$ cat src/rtl/regfile_write_arbiter_if.sv
// Write-port bundle between the two requesters, the arbiter and the register file.
// master = requesters/register-file side, slave = arbiter side.
interface regfile_write_arbiter_if #(
  parameter int DATA_W = 16,
  parameter int ADDR_W = 3
);
  logic              A_Req;
  logic [ADDR_W-1:0] A_DR;
  logic [DATA_W-1:0] A_Data;
  logic              A_Ack;
  logic              B_Req;
  logic [ADDR_W-1:0] B_DR;
  logic [DATA_W-1:0] B_Data;
  logic              B_Ack;
  logic              Init_Start;
  logic              LD_REG;
  logic [ADDR_W-1:0] DR;
  logic [DATA_W-1:0] Data_In;
  logic              Init_Busy;

  modport master (
    output A_Req, A_DR, A_Data, B_Req, B_DR, B_Data, Init_Start,
    input  A_Ack, B_Ack, LD_REG, DR, Data_In, Init_Busy
  );

  modport slave (
    input  A_Req, A_DR, A_Data, B_Req, B_DR, B_Data, Init_Start,
    output A_Ack, B_Ack, LD_REG, DR, Data_In, Init_Busy
  );
endinterface

$ cat src/rtl/regfile_write_arbiter.sv
// Shares the single register-file write port between the CPU write-back path (A)
// and the debug loader (B). Clears R0..R(NUM_REGS-1) after reset or on Init_Start
// before any request is accepted. All outputs are registered.
module regfile_write_arbiter #(
  parameter int DATA_W   = 16,
  parameter int ADDR_W   = 3,
  parameter int NUM_REGS = 8
) (
  input  logic                    Clk,
  input  logic                    Reset,
  regfile_write_arbiter_if.slave  bus
);

  typedef enum logic {INIT, ARB} state_t;

  // Counter runs one past the last register: that extra cycle is the idle
  // cycle that drops Init_Busy before the first request sample.
  localparam logic [ADDR_W:0] CNT_END = (ADDR_W+1)'(NUM_REGS);

  state_t            state, state_nxt;
  logic [ADDR_W:0]   cnt, cnt_nxt;
  logic              ptr, ptr_nxt;          // 0: A holds priority, 1: B
  logic              ld_q, ld_nxt;
  logic              a_ack_q, a_ack_nxt;
  logic              b_ack_q, b_ack_nxt;
  logic              busy_q, busy_nxt;
  logic [ADDR_W-1:0] dr_q, dr_nxt;
  logic [DATA_W-1:0] data_q, data_nxt;
  logic              a_elig, b_elig, gnt_a, gnt_b;

  // A requester being acked this cycle is not re-sampled at this edge.
  assign a_elig = bus.A_Req & ~a_ack_q;
  assign b_elig = bus.B_Req & ~b_ack_q;
  assign gnt_a  = a_elig & (~b_elig | ~ptr);
  assign gnt_b  = b_elig & (~a_elig |  ptr);

  assign bus.LD_REG    = ld_q;
  assign bus.DR        = dr_q;
  assign bus.Data_In   = data_q;
  assign bus.A_Ack     = a_ack_q;
  assign bus.B_Ack     = b_ack_q;
  assign bus.Init_Busy = busy_q;

  // State and registered outputs.
  always_ff @(posedge Clk or negedge Reset) begin
    if (!Reset) begin
      state   <= INIT;
      cnt     <= '0;
      ptr     <= 1'b0;
      ld_q    <= 1'b0;
      a_ack_q <= 1'b0;
      b_ack_q <= 1'b0;
      busy_q  <= 1'b1;
      dr_q    <= '0;
      data_q  <= '0;
    end else begin
      state   <= state_nxt;
      cnt     <= cnt_nxt;
      ptr     <= ptr_nxt;
      ld_q    <= ld_nxt;
      a_ack_q <= a_ack_nxt;
      b_ack_q <= b_ack_nxt;
      busy_q  <= busy_nxt;
      dr_q    <= dr_nxt;
      data_q  <= data_nxt;
    end
  end

  // Next state: clear sequence in INIT, round-robin grant in ARB.
  always_comb begin
    state_nxt = state;
    cnt_nxt   = cnt;
    ptr_nxt   = ptr;
    ld_nxt    = 1'b0;
    a_ack_nxt = 1'b0;
    b_ack_nxt = 1'b0;
    busy_nxt  = busy_q;
    dr_nxt    = dr_q;
    data_nxt  = data_q;
    case (state)
      INIT: begin
        if (cnt == CNT_END) begin
          state_nxt = ARB;
          busy_nxt  = 1'b0;
          cnt_nxt   = '0;
        end else begin
          ld_nxt   = 1'b1;
          dr_nxt   = cnt[ADDR_W-1:0];
          data_nxt = '0;
          cnt_nxt  = cnt + 1'b1;
        end
      end
      ARB: begin
        if (bus.Init_Start) begin
          // Re-clear wins over requests; pending requesters simply wait.
          state_nxt = INIT;
          cnt_nxt   = '0;
          busy_nxt  = 1'b1;
        end else if (gnt_a) begin
          ld_nxt    = 1'b1;
          a_ack_nxt = 1'b1;
          dr_nxt    = bus.A_DR;
          data_nxt  = bus.A_Data;
          ptr_nxt   = 1'b1;
        end else if (gnt_b) begin
          ld_nxt    = 1'b1;
          b_ack_nxt = 1'b1;
          dr_nxt    = bus.B_DR;
          data_nxt  = bus.B_Data;
          ptr_nxt   = 1'b0;
        end
      end
      default: state_nxt = INIT;
    endcase
  end

endmodule
$ cat src/flat_wrapper.sv
// flat-port wrapper written by rule: the top's interface ports become plain ports
module regfile_write_arbiter_flat 
#(
  parameter int DATA_W   = 16,
  parameter int ADDR_W   = 3,
  parameter int NUM_REGS = 8
)
  (Clk, Reset, bus_A_Req, bus_A_DR, bus_A_Data, bus_B_Req, bus_B_DR, bus_B_Data, bus_Init_Start, bus_A_Ack, bus_B_Ack, bus_LD_REG, bus_DR, bus_Data_In, bus_Init_Busy);
  regfile_write_arbiter_if #(.DATA_W(DATA_W), .ADDR_W(ADDR_W)) bus_i ();
  input  logic Clk;
  input  logic Reset;
  input wire logic [$bits(bus_i.A_Req)-1:0] bus_A_Req;
  input wire logic [$bits(bus_i.A_DR)-1:0] bus_A_DR;
  input wire logic [$bits(bus_i.A_Data)-1:0] bus_A_Data;
  input wire logic [$bits(bus_i.B_Req)-1:0] bus_B_Req;
  input wire logic [$bits(bus_i.B_DR)-1:0] bus_B_DR;
  input wire logic [$bits(bus_i.B_Data)-1:0] bus_B_Data;
  input wire logic [$bits(bus_i.Init_Start)-1:0] bus_Init_Start;
  output wire logic [$bits(bus_i.A_Ack)-1:0] bus_A_Ack;
  output wire logic [$bits(bus_i.B_Ack)-1:0] bus_B_Ack;
  output wire logic [$bits(bus_i.LD_REG)-1:0] bus_LD_REG;
  output wire logic [$bits(bus_i.DR)-1:0] bus_DR;
  output wire logic [$bits(bus_i.Data_In)-1:0] bus_Data_In;
  output wire logic [$bits(bus_i.Init_Busy)-1:0] bus_Init_Busy;
  assign bus_i.A_Req = bus_A_Req;
  assign bus_i.A_DR = bus_A_DR;
  assign bus_i.A_Data = bus_A_Data;
  assign bus_i.B_Req = bus_B_Req;
  assign bus_i.B_DR = bus_B_DR;
  assign bus_i.B_Data = bus_B_Data;
  assign bus_i.Init_Start = bus_Init_Start;
  assign bus_A_Ack = bus_i.A_Ack;
  assign bus_B_Ack = bus_i.B_Ack;
  assign bus_LD_REG = bus_i.LD_REG;
  assign bus_DR = bus_i.DR;
  assign bus_Data_In = bus_i.Data_In;
  assign bus_Init_Busy = bus_i.Init_Busy;
  regfile_write_arbiter #(.DATA_W(DATA_W), .ADDR_W(ADDR_W), .NUM_REGS(NUM_REGS)) u_core (.Clk(Clk), .Reset(Reset), .bus(bus_i));
endmodule
$ cat config.mk
export PLATFORM = sky130hd
export DESIGN_NAME = regfile_write_arbiter_flat
export DESIGN_NICKNAME = d
export VERILOG_FILES = /design/src/rtl/regfile_write_arbiter_if.sv /design/src/rtl/regfile_write_arbiter.sv /design/src/flat_wrapper.sv
export SDC_FILE = /design/constraint.sdc
export NUM_CORES = 1
export LEC_CHECK = 0
export CORE_MARGIN = 3
export CORE_UTILIZATION = 40
export DETAILED_ROUTE_END_ITERATION = 16
export GPL_TIMING_DRIVEN = 0
export PLACE_DENSITY = 0.85
export SETUP_SLACK_MARGIN = 0.3
export SLEW_MARGIN = 20
export SYNTH_ARGS = -nofsm -noshare
export SYNTH_HDL_FRONTEND = slang
export SYNTH_SLANG_ARGS = --single-unit
$ cat constraint.sdc
create_clock -name Clk -period 1.6 [get_ports Clk]
set_input_delay 0.24 -clock Clk [delete_from_list [all_inputs] [get_ports Clk]]
set_output_delay 0.24 -clock Clk [all_outputs]
set_load 0.02 [all_outputs]
Word level (Yosys, flattened, before mapping)
Index checks and enable logic that the tools add are counted.
{"block": "op_classes", "eq_ne": 6, "bitwise": 13, "add_sub_neg": 1, "n_mul": 0, "mux": 32, "n_div": 0, "shift": 0, "n_lt_le_gt_ge": 0, "reduce_logical": 4}
{"cell": "2-to-1 mux 16 bit", "n": 4}
{"cell": "case mux 16 bit (2 select lines)", "n": 1}
{"cell": "2-to-1 mux 1 bit", "n": 16}
{"cell": "2-to-1 mux 3 bit", "n": 4}
{"cell": "2-to-1 mux 4 bit", "n": 2}
{"cell": "case mux 4 bit (2 select lines)", "n": 1}
{"cell": "inverter 1 bit", "n": 7}
{"cell": "inequality test 2 bit, second input constant", "n": 3}
{"cell": "case mux 1 bit (2 select lines)", "n": 3}
{"cell": "case mux 3 bit (2 select lines)", "n": 1}
{"cell": "AND reduction 3 bit", "n": 2}
{"cell": "adder 4 x 1 -> 4 bit, second input constant", "n": 1}
{"cell": "bitwise AND 1 bit", "n": 4}
{"cell": "== test 4 bit, second input constant", "n": 1}
{"cell": "inequality test 3 bit, second input constant", "n": 1}
{"cell": "inequality test 2 x 1 -> 1 bit, second input constant", "n": 1}
{"cell": "bitwise OR 1 bit", "n": 2}
{"cell": "AND reduction 2 bit", "n": 1}
{"cell": "nonzero test 2 bit", "n": 1}
{"block": "totals", "mem_bits_ro": 0, "elab_cells": 65, "input_bits": 43, "register_bits": 29, "mem_bits_rw": 0, "latchBits": 0, "mem_count": 0, "out_inout_bits": 23}

Logic depth before layout (Yosys ltp)
{"block": "logic_depth", "word_depth": 9, "depth_mapped": 8, "depth_no_buf": 6}

Worst setup path after synthesis
Ideal clock, no wire load.
{"block": "synth_path", "path_kind": "register -> register", "startpoint": "reg u_core.a_ack_q, in the netlist u_core.bus.A_Ack", "endpoint": "reg u_core.dr_q[0], in the netlist u_core.bus.DR[0]", "n_path_buf": 1, "path_stages_with_launch": 6, "t_arrival_ns": 1.334, "setup_slack_ns": 0.128, "cell_sequence": "dfrtp_1 and2b_1 a21bo_2 buf_6 mux2i_1 o221ai_1"}
{"block": "synth_between", "elab_chain_cells": 7, "elab_cells_between_ends": 11, "cone_classes": "1 x eq/ne; 3 x mux; 6 x bitwise; 1 x reduce/logical"}
{"item": "start, declared", "line": "regfile_write_arbiter.sv:24", "text": "logic a_ack_q, a_ack_nxt;"}
{"item": "start signal, assigned", "line": "regfile_write_arbiter.sv:61", "text": "a_ack_q <= a_ack_nxt;"}
{"item": "inverter 1 bit (*)", "line": "regfile_write_arbiter.sv:32", "text": "assign a_elig = bus.A_Req & ~a_ack_q;"}
{"item": "bitwise AND 1 bit (*)", "line": "regfile_write_arbiter.sv:32"}
{"item": "inverter 1 bit", "line": "regfile_write_arbiter.sv:35", "text": "assign gnt_b = b_elig & (~a_elig | ptr);"}
{"item": "bitwise OR 1 bit", "line": "regfile_write_arbiter.sv:35"}
{"item": "bitwise AND 1 bit", "line": "regfile_write_arbiter.sv:35"}
{"item": "inequality test 3 bit (no source line)"}
{"item": "AND reduction 3 bit (no source line)"}
{"item": "end signal, assigned", "line": "regfile_write_arbiter.sv:64", "text": "dr_q <= dr_nxt;"}
{"item": "end, declared", "line": "regfile_write_arbiter.sv:27", "text": "logic [ADDR_W-1:0] dr_q, dr_nxt;"}
Every way passes the cells marked *; elsewhere a longest branch is shown, timed or not. The select of a mux whose other input is x is not followed.
A chain may end at the register's enable or synchronous reset.

Final worst setup path
{"block": "layout_path", "startpoint": "reg u_core.a_ack_q, in the netlist u_core.bus.A_Ack", "endpoint": "reg u_core.data_q[2], in the netlist u_core.bus.Data_In[2]"}
{"block": "layout_between", "elab_chain_cells": 7, "elab_cells_between_ends": 11, "cone_classes": "1 x eq/ne; 3 x mux; 6 x bitwise; 1 x reduce/logical"}
{"item": "inverter 1 bit (*)", "line": "regfile_write_arbiter.sv:32"}
{"item": "bitwise AND 1 bit (*)", "line": "regfile_write_arbiter.sv:32"}
{"item": "inverter 1 bit", "line": "regfile_write_arbiter.sv:35"}
{"item": "bitwise OR 1 bit", "line": "regfile_write_arbiter.sv:35"}
{"item": "bitwise AND 1 bit", "line": "regfile_write_arbiter.sv:35"}
{"item": "inequality test 3 bit (no source line)"}
{"item": "AND reduction 3 bit (no source line)"}
{"item": "end signal, assigned", "line": "regfile_write_arbiter.sv:65", "text": "data_q <= data_nxt;"}
{"item": "end, declared", "line": "regfile_write_arbiter.sv:28", "text": "logic [DATA_W-1:0] data_q, data_nxt;"}
Marks and branches as above.

==> summary.txt <==
Power
  – Leakage: between 1 and 1.5 nW
  – P per Cell Area: around 1400 nW/um^2
  – Max VDD drop: slightly above 0.8 mV
  – Total Power: between 3 and 4 mW

Final layout
  – Fin nets: 245
  – Final Cell Area: between 2000 and 2500 um^2
  – Area grow syn2layout: 77.4%
  – Final design utilization: between 70% and 80%
  – Layout cell share with drive strength beyond 1: 38.3%
  – Antenna cells: 0

Clock tree
  – Sink Count: 29
  – CTS max path bufs: 2
  – Htree depth: 2
  – CTS buffer count: 5
  – TritonCTS clock tree: built
  – Clock Tree Root: clkbuf_4
  – Worst-Skew Late Latency: ~0.35 ns
  – Clock transition at the registers of the reported paths: about 0.090 ns

Global routing
  – Vias in the first global route: 1420
  – Largest net degree at the start of global routing: 30
  – GRT Overall Usage: 24.8%
  – GRT overflow: 0
  – Antenna violations before repair: 0
  – First-pass GRT wire length: 7470 um

Drt
  – Routed WL per cell: just under 20 um
  – Drt first pass iters: 4
  – M1 WL: around 1800 um
  – Met2 WL: around 2700 um
  – Routed wire length: ~4800 um
  – Via density: ~5.2
  – Number of remaining DRC errors: 0
  – Top Metal Used: met4
  – Post-route ant nets: 0
  – WL met3: around 160 um
  – Via count: between 1000 and 1500
  – Initial DRC Count: 37

Timing
  – # setup viols final: 0
  – Post-Route Setup TNS: 0 ns
  – Final min period: between 1.5 and 2 ns
  – RSZ-0062 raised after global routing: yes
  – WHS: between 0.2 and 0.3 ns
  – Final period utilization: a little over nine tenths
  – Endpoints failing hold: 0
  – Worst-margin pin slew: ~0.65 ns
  – Final Skew: between 0.01 and 0.015 ns
  – Final slew viol count: 0
  – F_max: between 600 and 700 MHz
  – Max_slew headroom: a little under three fifths

Floorplan
  – Die W: 64.9 um
  – I/O pins: 66
  – Die area: around 4200 um^2
  – Die Y: around 65 um
  – Core ar.: 3180 um^2
  – Starting density of the core: between 40% and 50%
  – Rows: 20

Yosys
  – Syn_area_per_cell: 12.5 um^2
  – Main synth FF type: dfrtp_1
  – Synthesis-stage register bit count: 29
  – Top cell type's share of synthesized area: around 50%
  – Cell count after synthesis: about 110
  – Synthesized Nets: 156
  – Synth top area cells: dfrtp_1 50%, mux2i_1 14%, o2bb2ai_1 11%
  – Mapped Area: about 1400 um^2
  – Asr flop ratio synth: 100%
  – Seq/Total Area, Yosys: between 50% and 60%
  – Distinct cells, synth: 31
  – Yosys Warn Count: 0
  – Synth area leader: dfrtp_1
  – Number of flops mapped to enable cells by yosys: 0

Placed design
  – I/O Buffers: 65
  – RD Place Congestion: 0.745
  – Post-DP Area: approximately 2100 um^2
  – DP Wirelength: about 2800 um

Critical path
  – Reg2reg path depth: 5
  – Critical Path End: u_core.bus.Data_In[2]
  – WS Path Type: reg2reg
  – FF-to-FF Start: u_core.bus.A_Ack
  – Largest fanout on the critical path: 5
  – Reg-to-reg endpoint: u_core.bus.Data_In[2]
  – Worst path required time: 1.83 ns
  – Critical path origin: u_core.bus.A_Ack
  – Startpoint types: flop
  – Worst Path Arrival: about 1.8 ns
  – Flop2flop setup slack: roughly 0.043 ns
  – Worst Setup End Kind: flop

Worst hold path
  – HP Class: in2reg
  – Hold Path Depth: 2

Flow run
  – Max Cap Viol: 0

Status
  – Status: finished clean
layout make-up:
class	instances	area, um^2
multi-input combinational	71	706
timing repair buffer	82	795
clock buffer	7	65.1
clock inverter	1	5.00
tap	44	55.1
buffer	6	88.8
inverter	5	18.8
fill	203	717
sequential	29	728
cells in the mapped netlist (2+ instances only):
master     count
dfrtp_1       28
inv_1          5
nand2_1        2
ha_1           2
mux2i_1       19
nor3b_1        2
buf_6          3
o2bb2ai_1     17
nor2_1         3
nand3_1        4
o21ai_0        3
and2b_1        2
clkbuf_1       2
a21o_1         2
cells by family after synthesis:
group                      after synthesis  synth area share (%)
AOI/OAI and AO/OA                       30                  18.1
DFF                                     29                  52.4
muxes                                   19                  13.7
and+or+nand+nor                         19                  8.48
buffers and inverters                   11                  4.87
adders and majority gates                2                  1.80
xor gates and xnor gates                 1                 0.631
cells in the final DEF, fill, tap and decap left out, drive strengths merged, types with 3 or more instances in the layout:
| cell | synthesis | routed |
|---|---|---|
| clkdlybuf4s50 | 0 | 40 |
| nand2 | 3 | 3 |
| dfrtp | 28 | 28 |
| clkbuf | 2 | 21 |
| o21ai | 3 | 3 |
| mux2i | 19 | 19 |
| clkdlybuf4s15 | 0 | 6 |
| nor2 | 3 | 3 |
| inv | 5 | 5 |
| o2bb2ai | 17 | 17 |
| buf | 4 | 24 |
| nand3 | 4 | 4 |
worst min-delay path by stage:
stage                             end             startpoint
6_report                u_core.cnt[1]         bus_Init_Start
5_1_grt                 u_core.cnt[1]         bus_Init_Start
4_1_cts                 u_core.cnt[1]         bus_Init_Start
3_5_place_dp   u_core.bus.Data_In[10]                  Reset
3_3_place_gp    u_core.bus.Data_In[6]  u_core.bus.Data_In[6]
2_1_floorplan        u_core.bus.A_Ack                  Reset
flip-flops by register name, summed over array words and instances, names as in the netlist:
name,cells
u_core.cnt,4
u_core.bus.A_Ack,1
u_core.bus.B_Ack,1
u_core.bus.Data_In,16
u_core.state,1
u_core.bus.Init_Busy,1
u_core.bus.DR,3
u_core.bus.LD_REG,1
u_core.ptr,1
power breakdown:
part | total, mW | internal [mW] | switching (mW)
clock | 0.516 | 0.254 | 0.262
combinational | 1.83 | 0.975 | 0.856
sequential | 1.10 | 0.939 | 0.158
layer usage:
metal	vias up	GRT usage, %
met5	-	0
met4	0	14.0
met3	14	5.20
met2	39	45.7
met1	631	25.6
li1	590	-
through the flow:
stage          instances  setup WS (ns)
2_1_floorplan        111          0.135
3_3_place_gp         220         -0.201
3_5_place_dp         220         -0.220
4_1_cts              243          0.117
5_1_grt              245        -0.0135
6_report             245         0.0430
worst max-delay path, stage by stage, from the launching register on:
cell,delay [ns]
dfrtp_1,0.38
and2b_2,0.24
a21bo_4,0.27
bufbuf_16,0.28
mux2i_1,0.17
o2bb2ai_1,0.11
timing repair:
item                                    in CTS  in global routing
endpoints found under the setup margin      45                 47
hold buffers                                 1                  0
pin swaps                                   10                  4
buffers inserted                            11                  2
gates cloned                                 3                  0
hold endpoints to repair                    28                  0
gates resized for setup                     56                 50
No activity file was read; power rests on OpenSTA's default activity.
